$ cat src/rtl/pq_cmd_sequencer_if.sv
// Host command channel for pq_cmd_sequencer.
// Valid/ready handshake carrying the op bit and {key,value}.
interface pq_cmd_sequencer_if #(
    parameter int KW = 4,
    parameter int VW = 4
);
    logic              cmd_valid;
    logic              cmd_ready;
    logic              cmd_op;
    logic [KW+VW-1:0]  cmd_kv;

    modport master (
        output cmd_valid,
        output cmd_op,
        output cmd_kv,
        input  cmd_ready
    );

    modport slave (
        input  cmd_valid,
        input  cmd_op,
        input  cmd_kv,
        output cmd_ready
    );
endinterface

$ cat src/rtl/pq_cmd_sequencer.sv
// Command FIFO and issue FSM in front of the register-array priority queue.
// Illegal ops are dropped in order and counted; dequeued entries are returned.
module pq_cmd_sequencer #(
    parameter int KW         = 4,
    parameter int VW         = 4,
    parameter int FIFO_DEPTH = 4
) (
    input  logic                clk,
    input  logic                rst,
    pq_cmd_sequencer_if.slave   cmd,
    output logic                pq_enq,
    output logic                pq_deq,
    output logic [KW+VW-1:0]    pq_kvi,
    input  logic [KW+VW-1:0]    pq_kvo,
    input  logic                pq_busy,
    input  logic                pq_full,
    input  logic                pq_empty,
    output logic                rsp_valid,
    output logic [KW+VW-1:0]    rsp_kv,
    output logic                err_drop,
    output logic [7:0]          drop_count
);
    localparam int W  = KW + VW;
    localparam int AW = $clog2(FIFO_DEPTH);

    typedef enum logic [1:0] {
        S_IDLE  = 2'd0,
        S_ISSUE = 2'd1,
        S_WAIT  = 2'd2
    } state_t;

    logic [W:0]     r_mem [FIFO_DEPTH];
    logic [AW-1:0]  r_wr_ptr;
    logic [AW-1:0]  r_rd_ptr;
    logic [AW:0]    r_count;

    state_t         r_state;
    state_t         w_next;

    logic           r_pq_enq;
    logic           r_pq_deq;
    logic [W-1:0]   r_pq_kvi;
    logic           r_rsp_valid;
    logic [W-1:0]   r_rsp_kv;
    logic           r_err_drop;
    logic [7:0]     r_drop_count;

    logic           w_full;
    logic           w_head_valid;
    logic           w_head_op;
    logic [W-1:0]   w_head_kv;
    logic           w_push;
    logic           w_go;
    logic           w_illegal;
    logic           w_pop;
    logic           w_drop;
    logic           w_issue_enq;
    logic           w_issue_deq;
    logic           w_cap_rsp;

    assign w_full       = (r_count == (AW+1)'(FIFO_DEPTH));
    assign w_head_valid = (r_count != '0);
    assign w_head_op    = r_mem[r_rd_ptr][W];
    assign w_head_kv    = r_mem[r_rd_ptr][W-1:0];

    // Ready is held low while reset is asserted so nothing is accepted then.
    assign cmd.cmd_ready = !rst && !w_full;
    assign w_push        = cmd.cmd_valid && cmd.cmd_ready;

    assign w_go      = (r_state == S_IDLE) && w_head_valid && !pq_busy;
    assign w_illegal = w_head_op ? pq_empty : pq_full;

    always_ff @(posedge clk) begin
        if (w_push) begin
            r_mem[r_wr_ptr] <= {cmd.cmd_op, cmd.cmd_kv};
        end
    end

    always_ff @(posedge clk or posedge rst) begin
        if (rst) begin
            r_wr_ptr <= '0;
            r_rd_ptr <= '0;
            r_count  <= '0;
        end else begin
            if (w_push) begin
                r_wr_ptr <= r_wr_ptr + AW'(1);
            end
            if (w_pop) begin
                r_rd_ptr <= r_rd_ptr + AW'(1);
            end
            unique case ({w_push, w_pop})
                2'b10:   r_count <= r_count + (AW+1)'(1);
                2'b01:   r_count <= r_count - (AW+1)'(1);
                default: r_count <= r_count;
            endcase
        end
    end

    always_ff @(posedge clk or posedge rst) begin
        if (rst) begin
            r_state <= S_IDLE;
        end else begin
            r_state <= w_next;
        end
    end

    always_comb begin
        w_next = r_state;
        unique case (r_state)
            S_IDLE: begin
                if (w_go && !w_illegal) begin
                    w_next = S_ISSUE;
                end
            end
            S_ISSUE: w_next = S_WAIT;
            S_WAIT: begin
                if (!pq_busy) begin
                    w_next = S_IDLE;
                end
            end
            default: w_next = S_IDLE;
        endcase
    end

    always_comb begin
        w_pop       = 1'b0;
        w_drop      = 1'b0;
        w_issue_enq = 1'b0;
        w_issue_deq = 1'b0;
        w_cap_rsp   = 1'b0;
        unique case (r_state)
            S_IDLE: begin
                if (w_go) begin
                    w_pop       = 1'b1;
                    w_drop      = w_illegal;
                    w_issue_enq = !w_illegal && !w_head_op;
                    w_issue_deq = !w_illegal && w_head_op;
                end
            end
            // The head seen during the deq pulse is the entry being removed.
            S_ISSUE: w_cap_rsp = r_pq_deq;
            default: ;
        endcase
    end

    always_ff @(posedge clk or posedge rst) begin
        if (rst) begin
            r_pq_enq     <= 1'b0;
            r_pq_deq     <= 1'b0;
            r_pq_kvi     <= '0;
            r_rsp_valid  <= 1'b0;
            r_rsp_kv     <= '0;
            r_err_drop   <= 1'b0;
            r_drop_count <= '0;
        end else begin
            r_pq_enq    <= w_issue_enq;
            r_pq_deq    <= w_issue_deq;
            r_rsp_valid <= w_cap_rsp;
            r_err_drop  <= w_drop;
            if (w_issue_enq) begin
                r_pq_kvi <= w_head_kv;
            end else if (w_issue_deq) begin
                r_pq_kvi <= '0;
            end
            if (w_cap_rsp) begin
                r_rsp_kv <= pq_kvo;
            end
            if (w_drop && (r_drop_count != 8'hFF)) begin
                r_drop_count <= r_drop_count + 8'd1;
            end
        end
    end

    assign pq_enq     = r_pq_enq;
    assign pq_deq     = r_pq_deq;
    assign pq_kvi     = r_pq_kvi;
    assign rsp_valid  = r_rsp_valid;
    assign rsp_kv     = r_rsp_kv;
    assign err_drop   = r_err_drop;
    assign drop_count = r_drop_count;
endmodule

$ cat src/flat_wrapper.sv
// flat-port wrapper written by rule: the top's interface ports become plain ports
module pq_cmd_sequencer_flat 
#(
    parameter int KW         = 4,
    parameter int VW         = 4,
    parameter int FIFO_DEPTH = 4
)
  (clk, rst, pq_enq, pq_deq, pq_kvi, pq_kvo, pq_busy, pq_full, pq_empty, rsp_valid, rsp_kv, err_drop, drop_count, cmd_cmd_valid, cmd_cmd_op, cmd_cmd_kv, cmd_cmd_ready);
  pq_cmd_sequencer_if #(.KW(KW), .VW(VW)) cmd_i ();
  input  logic clk;
  input  logic rst;
  output logic pq_enq;
  output logic pq_deq;
  output logic [KW+VW-1:0] pq_kvi;
  input  logic [KW+VW-1:0] pq_kvo;
  input  logic pq_busy;
  input  logic pq_full;
  input  logic pq_empty;
  output logic rsp_valid;
  output logic [KW+VW-1:0] rsp_kv;
  output logic err_drop;
  output logic [7:0] drop_count;
  input wire logic [$bits(cmd_i.cmd_valid)-1:0] cmd_cmd_valid;
  input wire logic [$bits(cmd_i.cmd_op)-1:0] cmd_cmd_op;
  input wire logic [$bits(cmd_i.cmd_kv)-1:0] cmd_cmd_kv;
  output wire logic [$bits(cmd_i.cmd_ready)-1:0] cmd_cmd_ready;
  assign cmd_i.cmd_valid = cmd_cmd_valid;
  assign cmd_i.cmd_op = cmd_cmd_op;
  assign cmd_i.cmd_kv = cmd_cmd_kv;
  assign cmd_cmd_ready = cmd_i.cmd_ready;
  pq_cmd_sequencer #(.KW(KW), .VW(VW), .FIFO_DEPTH(FIFO_DEPTH)) u_core (.clk(clk), .rst(rst), .cmd(cmd_i), .pq_enq(pq_enq), .pq_deq(pq_deq), .pq_kvi(pq_kvi), .pq_kvo(pq_kvo), .pq_busy(pq_busy), .pq_full(pq_full), .pq_empty(pq_empty), .rsp_valid(rsp_valid), .rsp_kv(rsp_kv), .err_drop(err_drop), .drop_count(drop_count));
endmodule
$ cat config.mk
export PLATFORM = sky130hd
export DESIGN_NAME = pq_cmd_sequencer_flat
export DESIGN_NICKNAME = d
export VERILOG_FILES = /design/src/rtl/pq_cmd_sequencer_if.sv /design/src/rtl/pq_cmd_sequencer.sv /design/src/flat_wrapper.sv
export SDC_FILE = /design/constraint.sdc
export NUM_CORES = 1
export LEC_CHECK = 0
export ABC_AREA = 1
export BUFFER_PORTS_ARGS = -buffer_cell sky130_fd_sc_hd__buf_2
export CAP_MARGIN = 20
export CORE_ASPECT_RATIO = 0.5
export CORE_MARGIN = 1.5
export CORE_UTILIZATION = 38
export DETAILED_ROUTE_END_ITERATION = 16
export GPL_TIMING_DRIVEN = 0
export PLACE_DENSITY = 0.55
export SLEW_MARGIN = 20
export SYNTH_ARGS = -nofsm -noshare
export SYNTH_HDL_FRONTEND = slang
export SYNTH_SLANG_ARGS = --single-unit
$ cat constraint.sdc
create_clock -name clk -period 2.9 [get_ports clk]
set_clock_uncertainty 0.2 [all_clocks]
set_input_delay 0.435 -clock clk [delete_from_list [all_inputs] [get_ports clk]]
set_output_delay 0.435 -clock clk [all_outputs]
set_load 0.05 [all_outputs]
; Yosys cells after proc, flatten, opt, wreduce, memory -nomap -nowiden
; Memories as Yosys holds them, arrays and structs flattened.
; Index checks and enable logic that the tools add are counted.
[totals]
reg_bits = 37
ram_bits = 36
in_bits = 23
n_memories = 1
[op_classes]
add_sub_neg = 5
eq_ne = 8
muxes = 18
n_reduce_logical = 18
[memory_table]
columns = name, words, word_bits, rd, rd_ports_with_merged_regs, wr, line_no
row1 = u_core.r_mem, 4, 9, 1, 0, 1, pq_cmd_sequencer.sv:32  ; logic [W:0] r_mem [FIFO_DEPTH];
[op_table]
columns = op, count
row1 = two-way mux 8 bit, 2
row2 = two-way mux 1 bit, 12
row3 = "adder 8 x 1 -> 8 bit, second input constant", 1
row4 = logical AND 1 bit, 8
row5 = "!= test 8 bit, second input constant", 1
row6 = case mux 2 bit (3 select lines), 1
row7 = case mux 3 bit (2 select lines), 1
row8 = zero test 1 bit, 5
row9 = "adder 2 x 1 -> 2 bit, second input constant", 2
row10 = "== test 2 x 1 -> 1 bit, second input constant", 2
row11 = "== test 2 bit, second input constant", 2
row12 = two-way mux 2 bit, 2
row13 = "!= test 2 bit, second input constant", 2
row14 = nonzero test 2 bit, 2
row15 = "adder 3 x 1 -> 3 bit, second input constant", 1
row16 = "== test 3 bit, second input constant", 1
row17 = nonzero test 3 bit, 1
row18 = "subtractor 3 x 1 -> 3 bit, second input constant", 1
row19 = zero test 2 bit, 1
row20 = AND reduction 2 bit, 1

; Depth between registers and ports, before layout
; Gate-level depths: netlist of the first run.
; An unclocked memory read counts as a cell.
[depth]
ltp_word = 8
ltp_mapped = 10
ltp_nobuf = 10

; Worst setup path before layout of the first run
; No wires, ideal clock.
[synth_timing]
kind = reg-to-reg
from = reg u_core.r_count[1]
to = reg u_core.r_count[1]
setup_time_ns = 0.083
arrival_ns = 2.613
setup_slack_ns = 0.004
path_stages_with_launch = 8
n_path_buf = 0
period_less_slack_ns = 2.896
path_cell_list = dfrtp_1 > inv_1 > a31oi_1 > nand2_1 > ha_1 > inv_1 > fa_1 > o21ai_0
[synth_between]
elab_cells_between_ends = 15
[synth_lines]
columns = item, line_no
row1 = from (decl), pq_cmd_sequencer.sv:35  ; logic [AW:0] r_count;
row2 = from (signal assigned), pq_cmd_sequencer.sv:92  ; 2'b10: r_count <= r_count + (AW+1)'(1);
row3 = from (signal assigned), pq_cmd_sequencer.sv:93  ; 2'b01: r_count <= r_count - (AW+1)'(1);
row4 = from (signal assigned), pq_cmd_sequencer.sv:94  ; default: r_count <= r_count;
row5 = == test 3 bit *, pq_cmd_sequencer.sv:61  ; assign w_full = (r_count == (AW+1)'(FIFO_DEPTH));
row6 = zero test 1 bit *, pq_cmd_sequencer.sv:67  ; assign cmd.cmd_ready = !rst && !w_full;
row7 = logical AND 1 bit *, pq_cmd_sequencer.sv:67
row8 = via cmd_cmd_ready, flat_wrapper.sv:26  ; output wire logic [$bits(cmd_i.cmd_ready)-1:0] cmd_cmd_ready;
row9 = logical AND 1 bit *, pq_cmd_sequencer.sv:68  ; assign w_push = cmd.cmd_valid && cmd.cmd_ready;
row10 = == test 2 x 1 -> 1 bit / == test 2 bit (equally long branches), pq_cmd_sequencer.sv:91  ; unique case ({w_push, w_pop})
row11 = case mux 3 bit (2 select lines) / nonzero test 2 bit (equally long branches), -
; Mark *: on every way through the listed nets, which the timed path passes. The rest lies on a longest branch.
; A chain may end at the register's enable or synchronous reset.

; Worst setup path after layout of the first run
[layout_timing]
from = reg u_core.r_state[1]
to = reg u_core.r_count[2]
[layout_between]
elab_chain_cells = 7
elab_cells_between_ends = 9
[layout_rtl]
columns = item, line_no
row1 = from (decl), pq_cmd_sequencer.sv:37  ; state_t r_state;
row2 = from (signal assigned), pq_cmd_sequencer.sv:103  ; r_state <= w_next;
row3 = zero test 2 bit *, "pq_cmd_sequencer.sv:70, pq_cmd_sequencer.sv:131"
row4 = logical AND 1 bit (2 in a row), pq_cmd_sequencer.sv:70  ; assign w_go = (r_state == S_IDLE) && w_head_valid && !pq_busy;
row5 = two-way mux 1 bit, pq_cmd_sequencer.sv:133  ; if (w_go) begin
row6 = two-way mux 1 bit *, pq_cmd_sequencer.sv:131  ; unique case (r_state)
row7 = via u_core.w_pop, pq_cmd_sequencer.sv:55  ; logic w_pop;
row8 = == test 2 x 1 -> 1 bit / == test 2 bit (equally long branches), pq_cmd_sequencer.sv:91
row9 = case mux 3 bit (2 select lines) / nonzero test 2 bit (equally long branches), -
; Marks and branches as above.

==> results of run 1 <==
==> synthesized netlist by cell type <==
cell type / instances
nand2_1: 83
dfrtp_1: 37
edfxtp_1: 36
nor2_1: 27
o21ai_0: 21
inv_1: 15
nand4_1: 8
o22ai_1: 8
ha_1: 6
nand3_1: 6
xor2_1: 5
nand2_2: 4
inv_2: 3
nand3_2: 3
xnor2_1: 3
a21oi_1: 2
buf_4: 2
clkinv_1: 2
nand2_4: 2
a31oi_1: 1
buf_2: 1
buf_6: 1
clkbuf_1: 1
clkinv_2: 1
fa_1: 1
inv_4: 1
nand3_4: 1
nand3b_1: 1
nor2_8: 1
nor3_1: 1
nor3_4: 1
==> stage by stage <==
step / instance area, sq um / utilization, % / hold WS (ps)
after CTS: 3791 / 47.56 / 85.58
final: 3791 / 47.56 / 56.12
after detailed placement: 3497 / 43.87 / 255.3
after floorplan: 3102 / - / 254.8
after global routing: 3791 / 47.56 / 111.2
after global placement: 3497 / 43.87 / 252.6
==> sequential cells by signal, summed over array words and instances, names as in the netlist <==
register / flops
u_core.drop_count: 8
u_core.err_drop: 1
u_core.pq_deq: 1
u_core.pq_enq: 1
u_core.pq_kvi: 8
u_core.r_count: 3
u_core.r_mem: 36
u_core.r_rd_ptr: 2
u_core.r_state: 2
u_core.r_wr_ptr: 2
u_core.rsp_kv: 8
u_core.rsp_valid: 1
==> per-layer routing <==
| metal | global-route usage [%] | share of wire [%] | vias up |
|---|---|---|---|
| li1 | - | - | 1083 |
| met1 | 19.25 | 47 | 1047 |
| met2 | 28.03 | 48 | 36 |
| met3 | 4.418 | 3.5 | 10 |
| met4 | 5.357 | 1.3 | 0 |
| met5 | 0 | 0 | - |
==> path summary, 6_finish.rpt <==
path | startpoint | endpoint | slack (ps) | cells past startpoint
setup / recovery | u_core.r_state[1] | u_core.r_count[2] | 430 | 10
hold / removal | rst | u_core.pq_enq | 60 | 2
setup reg to reg | u_core.r_state[1] | u_core.r_count[2] | 430 | 10
hold reg to reg | u_core.pq_kvi[6] | u_core.pq_kvi[6] | 270 | 2
max in group asynchronous | rst | u_core.err_drop | 1960 | 2
min in group clk | pq_kvo[3] | u_core.rsp_kv[3] | 100 | 3
==> worst register-to-register path: cells and delay by family (launching register included) <==
kind,cells,cell delay (ps)
AND/OR/NAND/NOR,2,450
flip-flops,1,390
AO/OA/AOI/OAI,2,290
adder cells (fa/ha/maj),2,540
XOR/XNOR,1,130
buffers and inverters,3,350
==> kinds of logic after synthesis <==
family	after synthesis	share of synthesized area, %
adders and majority gates	7	3.066
xor gates and xnor gates	8	2.259
and+or+nand+nor	138	20.53
DFF	73	64.70
buffers and inverters	27	3.912
AOI/OAI and AO/OA	32	5.527
==> area by class of cell <==
cell class / count / area [sq um] / area share [%]
timing repair buffer: 51 / 255.2 / 6.733
multi-input combinational: 185 / 973.4 / 25.68
sequential: 73 / 2007 / 52.94
clock buffer: 9 / 225.2 / 5.941
buffer: 5 / 35.03 / 0.9241
clock inverter: 7 / 68.82 / 1.815
inverter: 22 / 86.33 / 2.277
tap: 112 / 140.1 / 3.696
==> power by group <==
group | internal (mW) | leakage (nW) | switching (mW)
logic | 0.450 | 0.794 | 1.24
clock network | 0.665 | 0.144 | 0.427
registers | 1.35 | 0.789 | 0.156
==> results.json, run 1 <==
{
  "diodes": 0,
  "slew_headroom_pct": 35.85,
  "placed_cells": 448,
  "wl_per_cell_um": 13.62,
  "synth_area_sq_um": 3102,
  "critPathKind": "flip-flop to flip-flop",
  "cpPeakStageDelay_ps": 390,
  "power_density_nw_per_um2": 1131,
  "grt_pass1_vias": 2093,
  "viasPerCell": 4.690,
  "cts-resized-gates": 0,
  "rows": 23,
  "synth_cell_types": 31,
  "fillers": 732,
  "syn_to_final_growth_pct": 22.23,
  "grt-ovfl-total": 0,
  "drive_above_1_share_pct": 25.00,
  "cp-start-kind": "flip-flop",
  "drv_cap": 0,
  "fin_cells": 464,
  "start_util_pct": 38.91,
  "drtIter0Drc": 109,
  "fin_ws_ps": 431.0,
  "rsz0062_at_grt": "false",
  "path_delay_family": "adder cells",
  "portBuffers": 51,
  "yosysWarnings": 0,
  "leakage_nw": 1.727,
  "final_max_slew_viol_count": 0,
  "dieArea_sq_um": 8747,
  "synth_top_area_cell": "edfxtp_1",
  "dp_slack_ps": 388.6,
  "period_share_pct": 85.14,
  "top_level_ports": 52,
  "cp.required_ps": 2910,
  "numCtsBuffers": 9,
  "grt_use_total_pct": 16.01,
  "gp_congestion": 0.7977,
  "place_hpwl_mm": 4.222,
  "period_minus_slack_ps": 2469,
  "worst_pin_slew_ps": 958.7,
  "crit_chain": "clkinv_1 > nand2_2 > nor3_4 > buf_6 > ha_1 > inv_1 > fa_1 > a21oi_1 > o21ai_0 > xnor2_1",
  "cts_setup_buffers": 0,
  "synth_seq_area_share_pct": 64.70,
  "fin_tns_setup_ps": 0,
  "antenna_found_initial": 0,
  "cp.buffers_inverters": 3,
  "clk_pin_slew_worst_paths_ps": 60,
  "crit_path_max_fanout": 10,
  "synth.top_cell.area_share_pct": 34.85,
  "syn_nets": 315,
  "hp-class": "input port to asynchronous set/reset pin",
  "arrival_ps": 2480,
  "syn_inst": 285,
  "ant_nets": 0,
  "ys_seq_elements": 73,
  "drc": 0,
  "clock_sink_count": 73,
  "grt_pass1_wl_mm": 10.26,
  "grt_max_degree": 38,
  "crit_slowest_cell": "dfrtp_1",
  "cts.path.max_buffers": 2,
  "vias": 2176,
  "fin_nets": 377,
  "hold_viol": 0,
  "totalPowerFinal_mw": 4.287,
  "peakVddDrop_mv": 0.3822,
  "drt-total-wl_mm": 6.321,
  "cts_tree": "built",
  "synth_area_leaders": "edfxtp_1 35%, dfrtp_1 30%, nand2_1 10%",
  "core-area_sq_um": 7971,
  "end_kind": "flip-flop",
  "htree_levels": 3,
  "firstDrtPassIters": 4,
  "die_w_um": 130.8,
  "die_height_um": 66.89,
  "ctsHoldBuffers": 0,
  "layout_common_cells": "83 x nand2_1, 52 x buf_2, 37 x dfrtp_1",
  "layout_commonest_cell": "nand2_1",
  "root_buffer": "clkbuf_16",
  "status": "complete, no violations",
  "clock.fmax_mhz": 405.0,
  "syn_area_per_cell_sq_um": 10.88,
  "clock_latency_ps": 330,
  "setup_viol": 0
}
No activity file was read; power rests on OpenSTA's default activity.
==> run 2, diff against run 1 <==
--- a/config.mk
+++ b/config.mk
@@ -5,7 +5,6 @@
 export SDC_FILE = /design/constraint.sdc
 export NUM_CORES = 1
 export LEC_CHECK = 0
-export ABC_AREA = 1
 export BUFFER_PORTS_ARGS = -buffer_cell sky130_fd_sc_hd__buf_2
 export CAP_MARGIN = 20
 export CORE_ASPECT_RATIO = 0.5
==> results.json, run 2 <==
{
  "fin_tns_setup_ps": 0,
  "root_buffer": "clkbuf_16",
  "synth_cell_types": 31,
  "portBuffers": 51,
  "setup_viol": 0,
  "synth_area_sq_um": 2977,
  "leakage_nw": 1.607,
  "path_depth": 9,
  "status": "complete, no violations",
  "die_w_um": 128.2,
  "fillers": 666,
  "layout_commonest_cell": "buf_2",
  "clock.fmax_mhz": 386.8,
  "ys_seq_elements": 73,
  "period_minus_slack_ps": 2586,
  "dieArea_sq_um": 8406,
  "hold_viol": 0,
  "fin_nets": 289,
  "synth_ff_type": "dfrtp_1",
  "clock_latency_ps": 330,
  "syn_to_final_growth_pct": 24.51,
  "end_kind": "flip-flop",
  "yosysWarnings": 0,
  "grt_max_degree": 25,
  "async_reset_ff_share_pct": 50.68,
  "vias": 1742,
  "htree_levels": 3,
  "numCtsBuffers": 9,
  "synth_top_area_cell": "edfxtp_1",
  "yosys-top-cells-count": "37 x dfrtp_1, 36 x edfxtp_1, 28 x nand2_1, 12 x mux2_2, 10 x inv_1",
  "endpoint": "u_core.r_count[1]",
  "post-route-util_pct": 49.68,
  "syn_area_per_cell_sq_um": 15.26,
  "top_level_ports": 52,
  "hp-class": "input port to flip-flop",
  "grt-ovfl-total": 0,
  "cp.required_ps": 2950,
  "place_hpwl_mm": 3.763,
  "viasPerCell": 4.683,
  "cp.buffers_inverters": 4,
  "cts.path.max_buffers": 2,
  "worst-r2r-setup-slack_ps": 420,
  "arrival_ps": 2640,
  "start_util_pct": 39.90,
  "peakVddDrop_mv": 0.4258,
  "r2r-start": "u_core.r_state[0]",
  "drive_above_1_share_pct": 35.61,
  "cp-start-kind": "input port",
  "core-area_sq_um": 7460,
  "ant_nets": 0,
  "crit_slowest_cell": "dlygate4sd3_1",
  "drc": 0,
  "power_density_nw_per_um2": 1135,
  "diodes": 0,
  "regMostFlops": "u_core.r_mem",
  "grt_use_total_pct": 15.04,
  "synth.most_common_cell": "dfrtp_1",
  "synth_edf_count": 36,
  "worst_pin_slew_ps": 546.8,
  "cpMostUsedCell": "inv_1",
  "path_delay_family": "buffers and inverters",
  "syn_inst": 195,
  "wl_per_cell_um": 14.94,
  "slew_headroom_pct": 63.55,
  "drt-total-wl_mm": 5.557,
  "grt_pass1_vias": 1767,
  "layout_common_cells": "53 x buf_2, 37 x dfrtp_1, 36 x edfxtp_1",
  "firstDrtPassIters": 4,
  "r2r_cells": 8,
  "cts_tree": "built",
  "holdWs_ps": 93.70,
  "grt_pass1_wl_mm": 9.101,
  "rows": 22,
  "period_share_pct": 89.16,
  "syn_nets": 225,
  "gp_congestion": 0.6896,
  "antenna_found_initial": 0,
  "crit_chain": "dlygate4sd3_1 > buf_2 > a31oi_1 > and2_1 > inv_1 > ha_1 > inv_1 > fa_1 > mux2i_1",
  "die_height_um": 65.59,
  "crit_start": "rst",
  "largest_reg_flops": 36,
  "drtIter0Drc": 88,
  "totalPowerFinal_mw": 4.207,
  "drv_cap": 0,
  "cpPeakStageDelay_ps": 530,
  "clk_pin_slew_worst_paths_ps": 60,
  "final_max_slew_viol_count": 0,
  "rsz0062_at_grt": "false",
  "synth_seq_area_share_pct": 67.42,
  "rr_endpoint": "u_core.r_count[2]",
  "cts-resized-gates": 0,
  "synth_area_leaders": "edfxtp_1 36%, dfrtp_1 31%, mux4_2 6.8%",
  "critPathKind": "input port to flip-flop",
  "crit_path_max_fanout": 6,
  "synth.top_cell.area_share_pct": 36.32,
  "clock_sink_count": 73
}
==> run 2: worst reg2reg max path, delay by kind of cell, from the launching register on <==
| family | cells | cell delay [ps] |
|---|---|---|
| buffers and inverters | 2 | 230 |
| XOR/XNOR | 2 | 320 |
| AND/OR/NAND/NOR | 2 | 690 |
| flip-flops | 1 | 400 |
| adder cells (fa/ha/maj) | 2 | 570 |
==> run 2: per-stage QoR <==
stage	std cells	cell area [sq um]	worst slack, ps
2_1_floorplan	195	2977	30.13
3_3_place_gp	354	3367	329.3
3_5_place_dp	355	3395	276.2
4_1_cts	372	3706	341.0
5_1_grt	372	3706	157.8
6_report	372	3706	314.4
==> run 2: final cells by class <==
class                   instances  area, sq um  share of cell area (%)
flip-flops and latches         73         2007                   54.15
multi-input cells             107        907.1                   24.48
repair buffers                 53        292.8                   7.900
clock buffers                   9        225.2                   6.077
well taps                     108        135.1                   3.646
clock inverters                 7        76.32                   2.059
inverters                      11        41.29                   1.114
plain buffers                   4        21.27                  0.5739
==> run 2: power breakdown <==
part           internal (mW)  total (mW)  switching, mW
clock network          0.673        1.11          0.442
registers               1.36        1.53          0.167
logic                  0.529        1.57           1.04
total                   2.56        4.21           1.65
==> run 2: per-layer routing <==
metal	vias up	global-route usage, %	part of all wire (%)
met4	0	7.163	2.1
met3	9	5.863	5.0
met5	-	0	0
met1	865	19.07	47
li1	831	-	-
met2	37	22.85	46
==> run 2: cell families (layout without fill, tap and decap cells) <==
family,after synthesis,in the layout,share of synthesized area [%]
compound gates,1,1,0.2103
xor+xnor,11,11,3.237
fa+ha+maj,7,7,3.195
buf+inv,15,84,2.102
flops,73,73,67.42
mux,24,24,12.78
simple gates,64,64,11.06
==> run 2: how the worst min path moves through the flow <==
| stage | from | end | slack [ps] | depth (start not counted) |
|---|---|---|---|---|
| 4_1_cts | pq_kvo[0] | u_core.rsp_kv[0] | 80 | 3 |
| 6_report | pq_kvo[1] | u_core.rsp_kv[1] | 90 | 3 |
| 5_1_grt | pq_kvo[2] | u_core.rsp_kv[2] | 90 | 3 |
| 3_3_place_gp | u_core.rsp_kv[1] | u_core.rsp_kv[1] | 250 | 2 |
| 3_5_place_dp | rst | u_core.pq_enq | 240 | 2 |
| 2_1_floorplan | u_core.r_state[1] | u_core.r_state[1] | 250 | 1 |
==> run 2: what timing repair did <==
| item | CTS | global route |
|---|---|---|
| hold endpoints to repair | 13 | 0 |
| setup buffers | 0 | 0 |
| hold buffers | 1 | 0 |
==> run 3, diff against run 2 <==
--- a/config.mk
+++ b/config.mk
@@ -7,7 +7,7 @@
 export LEC_CHECK = 0
 export BUFFER_PORTS_ARGS = -buffer_cell sky130_fd_sc_hd__buf_2
 export CAP_MARGIN = 20
-export CORE_ASPECT_RATIO = 0.5
+export CORE_ASPECT_RATIO = 1.4
 export CORE_MARGIN = 1.5
 export CORE_UTILIZATION = 38
 export DETAILED_ROUTE_END_ITERATION = 16
==> results.json, run 3 (synthesis results as in run 2) <==
{
  "clock_latency_ps": 340,
  "end_kind": "flip-flop",
  "power_density_nw_per_um2": 1070,
  "regMostFlops": "u_core.r_mem",
  "drtIter0Drc": 58,
  "wl_per_cell_um": 14.37,
  "vias": 1678,
  "grt-ovfl-total": 0,
  "antenna_found_initial": 0,
  "r2r_cells": 8,
  "clk_pin_slew_worst_paths_ps": 80,
  "grt_pass1_vias": 1729,
  "place_hpwl_mm": 3.582,
  "clock.fmax_mhz": 400.6,
  "rows": 38,
  "fin_tns_setup_ps": 0,
  "grt_max_degree": 27,
  "viasPerCell": 4.610,
  "dieArea_sq_um": 8381,
  "cp-start-kind": "flip-flop",
  "largest_reg_flops": 36,
  "cts_tree": "built",
  "firstDrtPassIters": 4,
  "final_max_slew_viol_count": 0,
  "drive_above_1_share_pct": 35.23,
  "hold_viol": 0,
  "cts.path.max_buffers": 2,
  "period_minus_slack_ps": 2496,
  "cpPeakStageDelay_ps": 580,
  "crit_chain": "or4_1 > inv_1 > ha_1 > inv_1 > fa_1 > xor2_1 > nor2_1 > xor2_1",
  "core-area_sq_um": 7655,
  "die_height_um": 107.7,
  "setup_viol": 0,
  "layout_commonest_cell": "buf_2",
  "fin_cells": 364,
  "rsz0062_at_grt": "false",
  "rr_endpoint": "u_core.r_count[2]",
  "clock_sink_count": 73,
  "cp.required_ps": 2970,
  "cts-resized-gates": 0,
  "fin_nets": 289,
  "worstHoldPathCells": 3,
  "start_util_pct": 38.89,
  "critPathKind": "flip-flop to flip-flop",
  "numCtsBuffers": 9,
  "worst-r2r-setup-slack_ps": 400,
  "fin_ws_ps": 403.5,
  "top_level_ports": 52,
  "syn_to_final_growth_pct": 20.30,
  "status": "complete, no violations",
  "whs_endpoint": "u_core.rsp_kv[1]",
  "gp_congestion": 0.7352,
  "drv_cap": 0,
  "post-route-util_pct": 46.78,
  "peakVddDrop_mv": 0.4008,
  "portBuffers": 51,
  "die_w_um": 77.80,
  "min_from": "pq_kvo[1]",
  "arrival_ps": 2570,
  "dp_slack_ps": 260.1,
  "period_share_pct": 86.09,
  "drc": 0,
  "ant_nets": 0,
  "crit_path_max_fanout": 3,
  "grt_pass1_wl_mm": 8.618,
  "slew_headroom_pct": 63.08,
  "root_buffer": "clkbuf_8",
  "drt-total-wl_mm": 5.232,
  "grt_use_total_pct": 14.04,
  "hp-class": "input port to flip-flop",
  "r2r-start": "u_core.r_state[0]",
  "htree_levels": 3,
  "placed_cells": 347,
  "path_delay_family": "simple AND/OR/NAND/NOR gates",
  "diodes": 0,
  "crit_slowest_cell": "or4_1",
  "layout_common_cells": "53 x buf_2, 37 x dfrtp_1, 36 x edfxtp_1",
  "cp.buffers_inverters": 2,
  "leakage_nw": 1.558,
  "worst_pin_slew_ps": 553.8
}
run 3: final cells by class:
| cell class | instances | area (sq um) |
|---|---|---|
| buffer | 4 | 21.27 |
| clock buffer | 10 | 127.6 |
| clock inverter | 6 | 66.31 |
| fill | 713 | 4074 |
| inverter | 11 | 41.29 |
| multi-input combinational | 107 | 907.1 |
| sequential | 73 | 2007 |
| tap | 100 | 125.1 |
| timing repair buffer | 53 | 285.3 |
run 3: per-layer routing:
| metal | GRT usage, % | part of all wire (%) |
|---|---|---|
| met4 | 8.571 | 2.0 |
| met1 | 16.96 | 41 |
| met5 | 0 | 0 |
| met3 | 2.542 | 4.5 |
| met2 | 23.17 | 52 |
run 3: how the worst max path moves through the flow:
stage	startpoint	to	slack, ps	cells after the start
2_1_floorplan	u_core.r_count[0]	u_core.r_count[2]	30	10
3_3_place_gp	pq_busy	u_core.r_count[2]	280	9
3_5_place_dp	pq_busy	u_core.r_count[2]	260	9
4_1_cts	u_core.r_state[0]	u_core.r_count[2]	380	8
5_1_grt	rst	u_core.r_count[2]	230	11
6_report	u_core.r_state[0]	u_core.r_count[2]	400	8
run 3: stage by stage:
step	power [mW]	cell area [sq um]	hold WS, ps
floorplan	2.736	2977	254.9
global placement	3.078	3357	254.6
detailed placement	3.102	3377	214.5
CTS	3.895	3581	71.61
global route	4.071	3581	82.05
finish	3.832	3581	78.94
run 3: worst reg2reg max path, stage by stage (launching register included):
cell and delay, ps:
dfrtp_1 400, or4_1 580, inv_1 190, ha_1 220, inv_1 60, fa_1 370, xor2_1 150, nor2_1 120
xor2_1 150
run 3: report_power, final:
group	total, mW	switching, mW	leakage, nW	internal (mW)
logic	1.53	1.01	0.680	0.524
registers	1.52	0.161	0.779	1.36
clock network	0.783	0.381	0.0988	0.401
total	3.83	1.55	1.56	2.28
run 3: what timing repair did:
item,in CTS,in global routing
setup buffers,0,0
setup endpoints to repair,0,0
endpoints found under the hold margin,11,0
hold buffers,1,0
